==> config.mk <==
export PLATFORM = sky130hd
export DESIGN_NAME = pri_enc_arb
export DESIGN_NICKNAME = d
export VERILOG_FILES = /design/src/rtl/pri_enc_arb.sv
export SDC_FILE = /design/constraint.sdc
export NUM_CORES = 1
export LEC_CHECK = 0
export ABC_AREA = 1
export BUFFER_PORTS_ARGS = -buffer_cell sky130_fd_sc_hd__buf_2
export CAP_MARGIN = 20
export CORE_ASPECT_RATIO = 1.4
export CORE_UTILIZATION = 60
export DETAILED_ROUTE_END_ITERATION = 12
export PLACE_DENSITY = 0.85
export SYNTH_ARGS = -nofsm -noshare
export SYNTH_HDL_FRONTEND = slang
export SYNTH_SLANG_ARGS = --single-unit
==> constraint.sdc <==
create_clock -name clk -period 4.2 [get_ports clk]
set_input_delay 0.84 -clock clk [delete_from_list [all_inputs] [get_ports clk]]
set_output_delay 0.84 -clock clk [all_outputs]
set_load 0.02 [all_outputs]
==> src/rtl/pri_enc_arb.sv <==
// Registered N-way priority encoder / arbiter with a valid/ack grant hold.
// The winner is chosen by fixed priority or round-robin on the IDLE->GRANT edge.
module pri_enc_arb #(
   parameter int N = 8
) (
   input  logic                   clk,
   input  logic                   rst,
   input  logic [N-1:0]           req,
   input  logic                   mode,
   input  logic                   ack,
   output logic                   valid,
   output logic [$clog2(N)-1:0]   idx,
   output logic [N-1:0]           grant
);

   localparam int IDX_W = $clog2(N);

   typedef enum logic {
      IDLE,
      GRANT
   } state_e;

   state_e             state_q, state_d;
   logic               valid_q, valid_d;
   logic [IDX_W-1:0]   idx_q, idx_d;
   logic [N-1:0]       grant_q, grant_d;
   logic [IDX_W-1:0]   ptr_q, ptr_d;
   logic               mode_q, mode_d;

   logic [IDX_W-1:0]   fx_win;
   logic [IDX_W-1:0]   rr_win;
   logic [IDX_W-1:0]   win;
   logic [N-1:0]       one_hot;

   // Highest set index wins; later iterations override earlier ones.
   always_comb begin
      fx_win = '0;
      for (int i = 0; i < N; i++) begin
         if (req[i]) begin
            fx_win = IDX_W'(i);
         end
      end
   end

   // Walk offsets downward so the smallest offset from ptr wins.
   always_comb begin
      int j;
      rr_win = '0;
      j      = 0;
      for (int off = N - 1; off >= 0; off--) begin
         j = int'(ptr_q) + off;
         if (j >= N) begin
            j = j - N;
         end
         if (req[j]) begin
            rr_win = IDX_W'(j);
         end
      end
   end

   always_comb begin
      win     = mode ? rr_win : fx_win;
      one_hot = {{(N-1){1'b0}}, 1'b1} << win;
   end

   always_comb begin
      state_d = state_q;
      valid_d = valid_q;
      idx_d   = idx_q;
      grant_d = grant_q;
      ptr_d   = ptr_q;
      mode_d  = mode_q;
      case (state_q)
         IDLE: begin
            valid_d = 1'b0;
            grant_d = '0;
            if (|req) begin
               valid_d = 1'b1;
               idx_d   = win;
               grant_d = one_hot;
               mode_d  = mode;
               state_d = GRANT;
            end
         end
         GRANT: begin
            if (ack) begin
               valid_d = 1'b0;
               grant_d = '0;
               state_d = IDLE;
               if (mode_q) begin
                  ptr_d = (idx_q == IDX_W'(N - 1)) ? '0 : idx_q + 1'b1;
               end
            end
         end
         default: begin
            state_d = IDLE;
            valid_d = 1'b0;
            grant_d = '0;
         end
      endcase
   end

   always_ff @(posedge clk) begin
      if (rst) begin
         state_q <= IDLE;
         valid_q <= 1'b0;
         idx_q   <= '0;
         grant_q <= '0;
         ptr_q   <= '0;
         mode_q  <= 1'b0;
      end else begin
         state_q <= state_d;
         valid_q <= valid_d;
         idx_q   <= idx_d;
         grant_q <= grant_d;
         ptr_q   <= ptr_d;
         mode_q  <= mode_d;
      end
   end

   assign valid = valid_q;
   assign idx   = idx_q;
   assign grant = grant_q;

endmodule

### After elaboration in Yosys (flattened, before gate mapping)

Cells that the tools add are included.

* add/subtract/negate cells: 16
* $lt $le $gt $ge: 16
* equality and inequality tests: 2
* shift operators: 1
* multiplexer cells: 57
* bitwise gates (word level): 1
* reductions and logical operators: 3

Operator list (number)
* 32-bit by 5-bit < comparator with 1-bit output, second input constant: 8
* 32-bit 2-to-1 mux: 8
* 3-bit 2-to-1 mux: 16
* 4-bit by 4-bit subtractor with 5-bit output, second input constant: 7
* 4-bit >= comparator, second input constant: 7
* 1-bit binary-select mux with 3-bit select: 8
* 1-bit 2-to-1 mux: 20
* 3-bit by 3-bit adder with 4-bit output, second input constant: 4
* 8-bit 2-to-1 mux: 2
* 8-bit one-hot mux with 2 select lines: 1
* 3-bit by 2-bit adder with 4-bit output, second input constant: 2
* 8-bit OR reduction: 1
* 1-bit by 3-bit << shifter with 8-bit output, first input constant: 1
* 3-bit by 4-bit subtractor with 5-bit output, second input constant: 1
* 3-bit by 1-bit adder with 4-bit output, second input constant: 1
* 3-bit by 4-bit >= comparator with 1-bit output, second input constant: 1
* 1-bit one-hot mux with 2 select lines: 2
* 3-bit by 1-bit adder with 3-bit output, second input constant: 1
* 3-bit equality test, second input constant: 1
* 3-bit AND reduction: 1
* 2-bit != test, second input constant: 1
* 2-bit AND reduction: 1
* 1-bit inverter: 1

* register bits: 17
* input port bits: 12
* output and inout bits: 12
* word-level logic and storage cells: 102

### Depth between registers and ports, before layout

Gate-level depths: netlist (run 1).

* depth in word-level cells: 18
* gate-level depth with buffers: 20
* gate-level depth less buffers: 19

### Worst setup path after synthesis (run 1)

OpenSTA, ideal clock, no wires.

* path kind: register to register
* start point: reg ptr_q[1]
* end point: reg grant_q[7] (netlist: grant[7])
* arrival time: 2.071 ns
* required time: 4.132 ns
* path slack: 2.062 ns
* stages on the path, launching flop included: 21
* buffers on the path: 1
* path through: dfxtp_1 > buf_4 > inv_4 > ha_1 > inv_1 > nand3_1 > nand3_1 > nand2_1 > inv_1 > nand2_1 > nand2_1 > nand2_1 > nand2_1 > nand2_1 > nand2_1 > nand2_1 > nand3_1 > nand2_2 > nor2_2 > nand2_1 > a21oi_2

* longest elaborated chain between the ends: 18
* elaborated cells on any way between the ends: 67
* classes of those cells: 15 x add/sub; 8 x order compare; 1 x shift; 43 x mux

Ends and longest elaborated chain
* from (decl): line 27 `logic [IDX_W-1:0] ptr_q, ptr_d;`
* from (signal assigned): line 116 `ptr_q <= ptr_d;`
* 3-bit by 3-bit adder with 4-bit output: line 51 `j = int'(ptr_q) + off;`
* 4-bit by 4-bit subtractor with 5-bit output / 4-bit >= comparator (equally long branches): line 53, 52
* 32-bit 2-to-1 mux: line 52 `if (j >= N) begin`
* 1-bit binary-select mux with 3-bit select: line 55 `if (req[j]) begin`
* 1-bit 2-to-1 mux (implied by the code) (2 in series): line 55
* 3-bit 2-to-1 mux (7 in series): line 55
* 3-bit 2-to-1 mux *: line 55
* 3-bit 2-to-1 mux *: line 62 `win = mode ? rr_win : fx_win;`
* 1-bit by 3-bit << shifter with 8-bit output *: line 63 `one_hot = {{(N-1){1'b0}}, 1'b1} << win;`
* 8-bit 2-to-1 mux *: line 77 `if (|req) begin`
* 8-bit one-hot mux with 2 select lines *: line 73 `case (state_q)`
* to (signal assigned): line 115 `grant_q <= grant_d;`
* to (decl): line 26 `logic [N-1:0] grant_q, grant_d;`

Every way passes the cells marked *; elsewhere a longest branch is shown, timed or not. The select of a mux whose other input is x is not followed.
A chain may end at the register's enable or synchronous reset.

### Final worst setup path (run 1)

* start point: reg ptr_q[0]
* end point: reg grant_q[1] (netlist: grant[1])

The elaborated chain is that of the path after synthesis.

==> results of run 1 <==
## power by group
group,switching [mW],internal [mW]
logic,0.113,0.0589
clock network,0.0493,0.0370
registers,0.00976,0.172
total,0.172,0.268
## tightest hold or removal path: cells and delay by family (launching register included)
kind | cells | cell delay [ns]
AO/OA/AOI/OAI | 1 | 0.05
AND/OR/NAND/NOR | 1 | 0.06
flip-flops | 1 | 0.32
## state kept, by name, summed over array words and instances (netlist names)
| name | cells |
|---|---|
| idx | 3 |
| valid | 1 |
| mode_q | 1 |
| ptr_q | 3 |
| grant | 8 |
| state_q | 1 |
## final timing paths
path                                  to     start  slack, ns
worst min register to register  grant[5]  grant[5]       0.47
worst min-delay path            grant[5]  grant[5]       0.47
worst max-delay path            grant[1]  ptr_q[0]       1.48
worst max register to register  grant[1]  ptr_q[0]       1.48
## per-layer routing
layer	up-vias	global-route usage, %	wire length [um]
li1	787	-	-
met3	11	1.829	128
met2	52	52.81	1766
met1	663	27.13	1259
met5	-	0	0
met4	0	13.39	93
## cell type report
| class | count | area, sq um | area share (%) |
|---|---|---|---|
| multi-input cells | 178 | 910.9 | 59.48 |
| flip-flops and latches | 17 | 340.3 | 22.22 |
| repair buffers | 23 | 115.1 | 7.516 |
| inverters | 29 | 111.4 | 7.271 |
| well taps | 22 | 27.53 | 1.797 |
| clock buffers | 4 | 26.28 | 1.716 |
## cells in the final DEF, fill, tap and decap left out, drive strengths merged
| cell | n |
|---|---|
| nand2 | 80 |
| nand3 | 41 |
| inv | 29 |
| a21oi | 24 |
| buf | 23 |
| dfxtp | 17 |
| nor2 | 13 |
| o21ai | 8 |
| ha | 4 |
| clkbuf | 4 |
| xnor2 | 2 |
| nor4 | 1 |
| o21bai | 1 |
| o211ai | 1 |
| a21boi | 1 |
| o21a | 1 |
| or2 | 1 |
## cell families (layout without fill, tap and decap cells)
group                      count (synthesis)  after routing  synth area share, %
and+or+nand+nor                          136            136                43.28
AOI/OAI and AO/OA                         36             36                15.23
buffers and inverters                     33             56                10.39
DFF                                       17             17                24.37
adders and majority gates                  4              4                3.584
xor gates and xnor gates                   2              2                3.137
## through the flow
stage / std cells / power, mW
3_3_place_gp: 269 / 0.3531
6_report: 273 / 0.4394
4_1_cts: 273 / 0.4441
2_1_floorplan: 228 / 0.3151
3_5_place_dp: 269 / 0.3555
5_1_grt: 273 / 0.4692
==> impl_metrics.toml, run 1 <==
[synth]
syn_inst = 228
syn_area_sq_mm = 0.001396
synth_seq_area_share_pct = 24.37
synth_edf_count = 0
synth.most_common_cell = "nand2_1"
synthArstFlopShare_pct = 0
synth_ff_type = "dfxtp_1"
synth_common_cells = "nand2_1, nand3_1, inv_1"
syn_avg_cell_area_sq_um = 6.124
syn_nets = 244
synth_top_area_share_pct = 24.37
yosysTopAreaCell = "dfxtp_1"
yosys_warnings = 0
synthTopCellsByArea = "dfxtp_1, nand2_1, nand3_1, a21oi_1, inv_1"
synth_seq_cells = 17
synth.distinct_cells = 28

[critical_path]
path_buf_inv = 4
r2r_cells = 19
crit_required_ns = 4.42
cp.depth = 19
cp_cell_sequence = "inv_2 > ha_1 > inv_1 > nand3_1 > nand3_2 > nand2_1 > inv_1 > nand2_1 > nand2_1 > nand2_1 > nand2_1 > nand2_1 > nand2_1 > nand2_1 > nand3_1 > nand2_2 > inv_2 > nand3_1 > a21oi_1"
slowest_delay_ns = 0.58
cp-end-kind = "register"
cp_common_cell = "nand2_1"
arrival_ns = 2.95
path_class = "reg -> reg"
crit_path_top_delay_cell = "dfxtp_1"
critical_path.top_delay_family = "simple AND/OR/NAND/NOR gates"
crit_path_max_fanout = 12
startpoint_type = "register"

[power_and_ir_drop]
ir_drop_mv = 0.2085
power_per_cell_area_mw_per_mm2 = 286.9
p_leak_nw = 0.8126

[clock_network]
htree_levels = 1
cts_root_buf = "clkbuf_4"
clockBufferDepth = 2
cts_made_buffers = 3
clkSinkCount = 17
ctsHoldBuffers = 0
clk_latency_ns = 0.29
post-cts-setup-buffer-count = 0
post_cts_resized = 0
cts_tree = "built"
path_clk_slew_ns = 0.09

[cells_and_area]
fillCellCount = 209
final_util_pct = 70.34
nets = 268
antenna_cells = 0
drive_gt1_share_pct = 19.12
fin_area_sq_mm = 0.001531
areaGrowthSynthToFinish_pct = 9.678

[run_status]
outcome = "finished clean"

[detailed_routing]
viasPerCell = 5.542
postRouteAntennaNets = 0
wl_mm = 3.247
vias = 1513
post-route-drc-count = 0
wire_per_inst_um = 11.89
drtIter0Drc = 52
dr.pass1.iters = 4

[floorplan]
initial_utilization_pct = 64.14
core_area_sq_mm = 0.002177
rows = 20
dieArea_sq_mm = 0.002527
dieWidth_um = 42.77
num_io_pins = 24
die_h_um = 59.08

[timing]
layout_min_cycle_time_ns = 2.723
rsz0062_at_grt = "no"
fin_crit_sh_pct = 64.84
worst_slack_ns = 1.477
finalSetupViolCount = 0
finalHoldViolations = 0
fin_tns_setup_ns = 0
worst_slew_pin_slew_ns = 0.5464
clock_skew_ns = 0.001550
max_clock_freq_mhz = 367.2
slew_violations = 0
worst_hold_slack_ns = 0.4655
slew_headroom_pct = 63.44

[placed_design]
routabilityCongestion = 0.9472
hpwl_mm = 2.668
place_ws_ns = 1.547
dpl-instance-area_sq_mm = 0.001505
io_buffer_count = 23

[run]
cap_violations = 0

[global_routing]
grt_max_degree = 13
grt_pass1_wl_mm = 5.209
antenna_found_initial = 0
grt_pass1_vias = 1306
overflow = 0
track_usage_pct = 26.67

[hold_path]
min_path_type = "reg -> reg"
worstHoldPathCells = 2
No activity file was read; power rests on OpenSTA's default activity.
==> run 2, diff against run 1 <==
Settings changed: ABC_AREA 1 to 0, CORE_UTILIZATION 60 to 58, PLACE_DENSITY 0.85 to 0.8.
Clock period 4.2 ns to 2.6 ns, I/O delays scaled along.
==> run 2 against run 1 <==
Effect of this change: the run now ends with negative setup slack left; via count up 24%; design area up 54%; setup slack worse by 1.6 ns; sequential cell count unchanged; synthesized cell count down 19%; non-clock buffer count up 39; fmax down 0.92%; sequential share of layout area down 7.5 points; critical path depth down 9; clock power up 120%.
==> impl_metrics.toml, run 2 <==
[timing]
layout_min_cycle_time_ns = 2.748
max_clock_freq_mhz = 363.8
fin_tns_setup_ns = -0.8983
finalHoldViolations = 0
rsz0062_at_grt = "yes"
slew_violations = 0
clock_skew_ns = 0.003582
worst_slack_ns = -0.1484
slew_headroom_pct = 52.69
worst_hold_slack_ns = 0.4722
finalSetupViolCount = 11
worst_slew_pin_slew_ns = 0.7022
fin_crit_sh_pct = 105.7

[power_and_ir_drop]
netSwitchingPower_mw = 0.2896
power_per_cell_area_mw_per_mm2 = 352.1
switching_share_pct = 34.94
seq_power_share_pct = 34.7
p_int_mw = 0.5391
combPwrFrac_pct = 42.0
p_clk_share_pct = 23.3
ir_drop_mv = 0.4340
p_leak_nw = 0.9616

[critical_path]
reg2reg_to = "grant[3]"
cp_cell_sequence = "clkinv_8 > ha_4 > buf_6 > mux2i_2 > mux2_4 > a211o_4 > a311oi_4 > o32ai_4 > and2b_2 > a22o_1"
crit_path_top_delay_cell = "dfxtp_4"
path_class = "reg -> reg"
arrival_ns = 2.90
cp-end-kind = "register"
r2r_cells = 10
crit_required_ns = 2.75
slowest_delay_ns = 0.40
crit_path_max_fanout = 6
startpoint_type = "register"
r2r_slack_ns = -0.15
timing.rr.start = "ptr_q[0]"

[clock_network]
path_clk_slew_ns = 0.06
cts_root_buf = "clkbuf_8"
htree_levels = 1
clk_latency_ns = 0.25
cts_tree = "built"
clkSinkCount = 17
clockBufferDepth = 2
cts_made_buffers = 3

[cells_and_area]
drive_gt1_share_pct = 51.91
largest_reg_flops = 8
final_common_cell = "buf_4"
final_util_pct = 81.78
antenna_cells = 0
areaGrowthSynthToFinish_pct = 34.65
layout_common_cells = "buf_4, buf_2, dfxtp_1"
nets = 252
fillCellCount = 170

[global_routing]
grt_pass1_wl_mm = 8.776
grt_pass1_vias = 1913
overflow = 0
antenna_found_initial = 0
track_usage_pct = 36.05
grt_max_degree = 16

[synth]
syn_inst = 184
synth_seq_cells = 17
synth_top_area_share_pct = 19.47
syn_avg_cell_area_sq_um = 9.500
synth.distinct_cells = 60
synthTopCellsByArea = "dfxtp_1, mux4_2, mux2i_1, a22o_1, mux2_2"
syn_area_sq_mm = 0.001748
synth_common_cells = "dfxtp_1, nand2_1, nor2_1"
synth_edf_count = 0
yosys_warnings = 0
yosysTopAreaCell = "dfxtp_1"
syn_nets = 200
synth_seq_area_share_pct = 19.47
synth.most_common_cell = "dfxtp_1"
synthArstFlopShare_pct = 0
synth_ff_type = "dfxtp_1"

[run_status]
violations = "negative setup slack"
outcome = "complete, but fails checks"

[floorplan]
core_area_sq_mm = 0.002878
dieArea_sq_mm = 0.003240
die_h_um = 66.96
initial_utilization_pct = 60.74
dieWidth_um = 48.40
num_io_pins = 24
rows = 23

[detailed_routing]
wire_per_inst_um = 21.19
dr.pass1.iters = 6
viasPerCell = 6.919
vias = 1882
postRouteAntennaNets = 0
post-route-drc-count = 0
wl_mm = 5.765
drtIter0Drc = 68

[hold_path]
worstHoldPathCells = 1
holdPathEnd = "valid"
min_path_type = "reg -> reg"
hp-start = "valid"

[placed_design]
hpwl_mm = 3.929
place_ws_ns = -0.1938
routabilityCongestion = 1.025
io_buffer_count = 23

[run]
cap_violations = 0
run 2: power by group through the flow:
stage	combinational, mW	clock (mW)	sequential, mW
after global routing	0.367	0.201	0.289
after global placement	0.271	0	0.292
after detailed placement	0.282	0	0.293
after floorplan	0.187	0	0.304
final	0.348	0.193	0.287
after CTS	0.309	0.188	0.287
run 2: kinds of logic (layout without fill, tap and decap cells):
logic type	Yosys count	count (layout)	synth area share [%]
AOI/OAI and AO/OA	55	55	26.34
muxes	30	30	27.84
DFF	17	17	19.47
buffers and inverters	24	75	7.015
xor gates and xnor gates	3	3	1.933
adders and majority gates	4	4	2.863
and+or+nand+nor	51	51	14.53
run 2: layer usage:
| layer | GRT usage (%) | wire [um] | up-vias |
|---|---|---|---|
| met3 | 2.968 | 327 | 33 |
| met5 | 0 | 0 | - |
| li1 | - | - | 812 |
| met2 | 73.77 | 3239 | 112 |
| met1 | 34.52 | 1963 | 925 |
| met4 | 21.69 | 235 | 0 |
run 2: how the worst max path moves through the flow:
stage	startpoint	to	slack [ns]	cells past startpoint
global route	ptr_q[0]	grant[2]	-0.25	9
global placement	ptr_q[0]	grant[4]	-0.11	9
detailed placement	ptr_q[0]	grant[2]	-0.19	9
finish	ptr_q[0]	grant[3]	-0.15	10
CTS	ptr_q[0]	grant[5]	-0.11	11
floorplan	ptr_q[0]	grant[6]	-0.18	13
run 2: final cells by class:
class                      instances  area [sq um]  area share (%)
sequential                        17         345.3           14.67
clock inverter                     1         5.005          0.2127
clock buffer                       3         41.29           1.754
timing repair buffer              62         426.7           18.13
tap                               37         46.29           1.967
inverter                           9         46.29           1.967
multi-input combinational        143          1443           61.30
run 2: critical path, delay by kind of cell (launching register included):
kind | cells | cell delay [ns]
AOI/OAI and AO/OA | 4 | 1.05
adders and majority gates | 1 | 0.26
buffers and inverters | 2 | 0.20
DFF | 1 | 0.40
muxes | 2 | 0.46
and+or+nand+nor | 1 | 0.27
run 2: repair_timing:
action / in CTS / in global routing
hold buffers: 0 / 0
pin swaps: 13 / 19
gates resized for setup: 18 / 16
setup buffers: 6 / 4
endpoints found under the setup margin: 11 / 11
run 2: metrics by stage:
stage	cells	area [sq um]	total power, mW
after floorplan	184	1807	0.4910
after global placement	258	2073	0.5626
after detailed placement	258	2073	0.5753
after CTS	268	2232	0.7835
after global routing	272	2354	0.8573
final	272	2354	0.8287
==> run 3, diff against run 2 <==
Settings changed: BUFFER_PORTS_ARGS -buffer_cell sky130_fd_sc_hd__buf_2 to -buffer_cell sky130_fd_sc_hd__clkbuf_2.
==> run 3 against run 2 <==
Effect of this change: the flow still finishes with violations (negative setup slack); core utilization shrank 3.6 points; clock skew increased by 0.00082 ns; sequential share of layout area up 0.68 points; routed wire length decreased by 11%; first-iteration DRC count rose by 32%; worst hold slack worse by 0.015 ns; non-clock buffer count is 1 lower; design area decreased by 4.4%; setup slack got worse by 0.00058 ns; critical path depth rose by 1; clock power hardly changed; fmax is essentially flat; largest cell class unchanged.
==> impl_metrics.toml, run 3 (synthesis results as in run 2) <==
[floorplan]
dieWidth_um = 48.40
core_area_sq_mm = 0.002878
die_h_um = 66.96
num_io_pins = 24
initial_utilization_pct = 60.74
dieArea_sq_mm = 0.003240
rows = 23

[clock_network]
clk_latency_ns = 0.25
clkSinkCount = 17
htree_levels = 1
clockBufferDepth = 2
cts_made_buffers = 3
cts_root_buf = "clkbuf_8"
path_clk_slew_ns = 0.06
cts_tree = "built"

[critical_path]
path_buf_inv = 3
crit_path_max_fanout = 7
crit_required_ns = 2.74
r2r_slack_ns = -0.15
crit_path_top_delay_cell = "dfxtp_4"
timing.rr.start = "ptr_q[0]"
worstSetupStartpoint = "ptr_q[0]"
cp_common_cell = "buf_6"
cp_cell_sequence = "clkinv_8 > ha_4 > buf_6 > buf_6 > mux4_2 > mux2i_4 > o31ai_2 > a211oi_2 > o32ai_4 > and2b_2 > a22o_1"
path_class = "reg -> reg"
slowest_delay_ns = 0.40
startpoint_type = "register"
r2r_cells = 11
cp-endpoint = "grant[3]"
cp-end-kind = "register"
critical_path.top_delay_family = "compound AO/OA/AOI/OAI gates"
cp.depth = 11
reg2reg_to = "grant[3]"
arrival_ns = 2.89

[global_routing]
grt_pass1_wl_mm = 8.169
antenna_found_initial = 0
grt_max_degree = 16
grt_pass1_vias = 1852
track_usage_pct = 32.89
overflow = 0

[cells_and_area]
nets = 251
antenna_cells = 0
fin_cells = 271
areaGrowthSynthToFinish_pct = 28.70
drive_gt1_share_pct = 45.73
fin_area_sq_mm = 0.002250
final_common_cell = "buf_4"
largest_reg_flops = 8
layout_common_cells = "buf_4, clkbuf_2, nand2_1, dfxtp_1, mux4_2"

[detailed_routing]
wire_per_inst_um = 18.86
wl_mm = 5.111
dr.pass1.iters = 4
post-route-drc-count = 0
viasPerCell = 6.775
postRouteAntennaNets = 0
drtIter0Drc = 90
vias = 1836

[timing]
fin_crit_sh_pct = 105.7
worst_slew_pin_slew_ns = 0.6005
worst_slack_ns = -0.1490
finalSetupViolCount = 10
rsz0062_at_grt = "yes"
finalHoldViolations = 0
slew_headroom_pct = 58.93
max_clock_freq_mhz = 363.8
slew_violations = 0
fin_tns_setup_ns = -1.085
layout_min_cycle_time_ns = 2.749
clock_skew_ns = 0.004407
worst_hold_slack_ns = 0.4574

[placed_design]
routabilityCongestion = 0.9628
dpl-instance-area_sq_mm = 0.002093
dpl.cell_count = 259
hpwl_mm = 3.898
io_buffer_count = 23

[run_status]
outcome = "complete, but fails checks"
violations = "negative setup slack"

[hold_path]
min_path_type = "reg -> reg"
worstHoldPathCells = 2

[power_and_ir_drop]
ir_drop_mv = 0.4372
p_leak_nw = 0.9262
power_per_cell_area_mw_per_mm2 = 350.7

[run]
cap_violations = 0
[run 3: power breakdown]
part,switching [mW],internal (mW)
logic,0.168,0.144
registers,0.0117,0.275
clock network,0.0816,0.108
[run 3: how the worst min path moves through the flow]
stage / from / end
final: mode_q / mode_q
after detailed placement: mode_q / mode_q
after floorplan: mode_q / mode_q
after global routing: valid / valid
after CTS: mode_q / mode_q
after global placement: mode_q / mode_q
[run 3: stage by stage]
step / util, % / worst slack, ns / power [mW]
floorplan: - / -0.1823 / 0.4910
global placement: 72.74 / -0.1083 / 0.5661
detailed placement: 72.74 / -0.1767 / 0.5781
CTS: 76.91 / -0.1023 / 0.7769
global route: 78.17 / -0.2239 / 0.8207
finish: 78.17 / -0.1490 / 0.7890
[run 3: layer usage]
layer	track usage, %	part of all wire, %
met1	32.20	34
met2	64.26	54
met3	2.740	6.1
met4	24.26	5.6
met5	0	0
[run 3: layout make-up]
| type | instances | area (sq um) |
|---|---|---|
| multi-input combinational | 143 | 1346 |
| fill | 182 | 628.1 |
| timing repair buffer | 61 | 420.4 |
| sequential | 17 | 345.3 |
| inverter | 9 | 46.29 |
| tap | 37 | 46.29 |
| clock buffer | 4 | 45.04 |
[run 3: timing repair]
action / 4_1_cts / 5_1_grt
pin swaps: 9 / 5
buffers inserted: 6 / 2
gates cloned: 0 / 0
endpoints found under the setup margin: 10 / 10
hold buffers: 0 / 0
gates resized for setup: 9 / 4
[run 3: worst min-delay path: cells and delay by family, from the launching register on]
| family | cells | cell delay, ns |
|---|---|---|
| flip-flops | 1 | 0.31 |
| AO/OA/AOI/OAI | 1 | 0.05 |
| AND/OR/NAND/NOR | 1 | 0.05 |
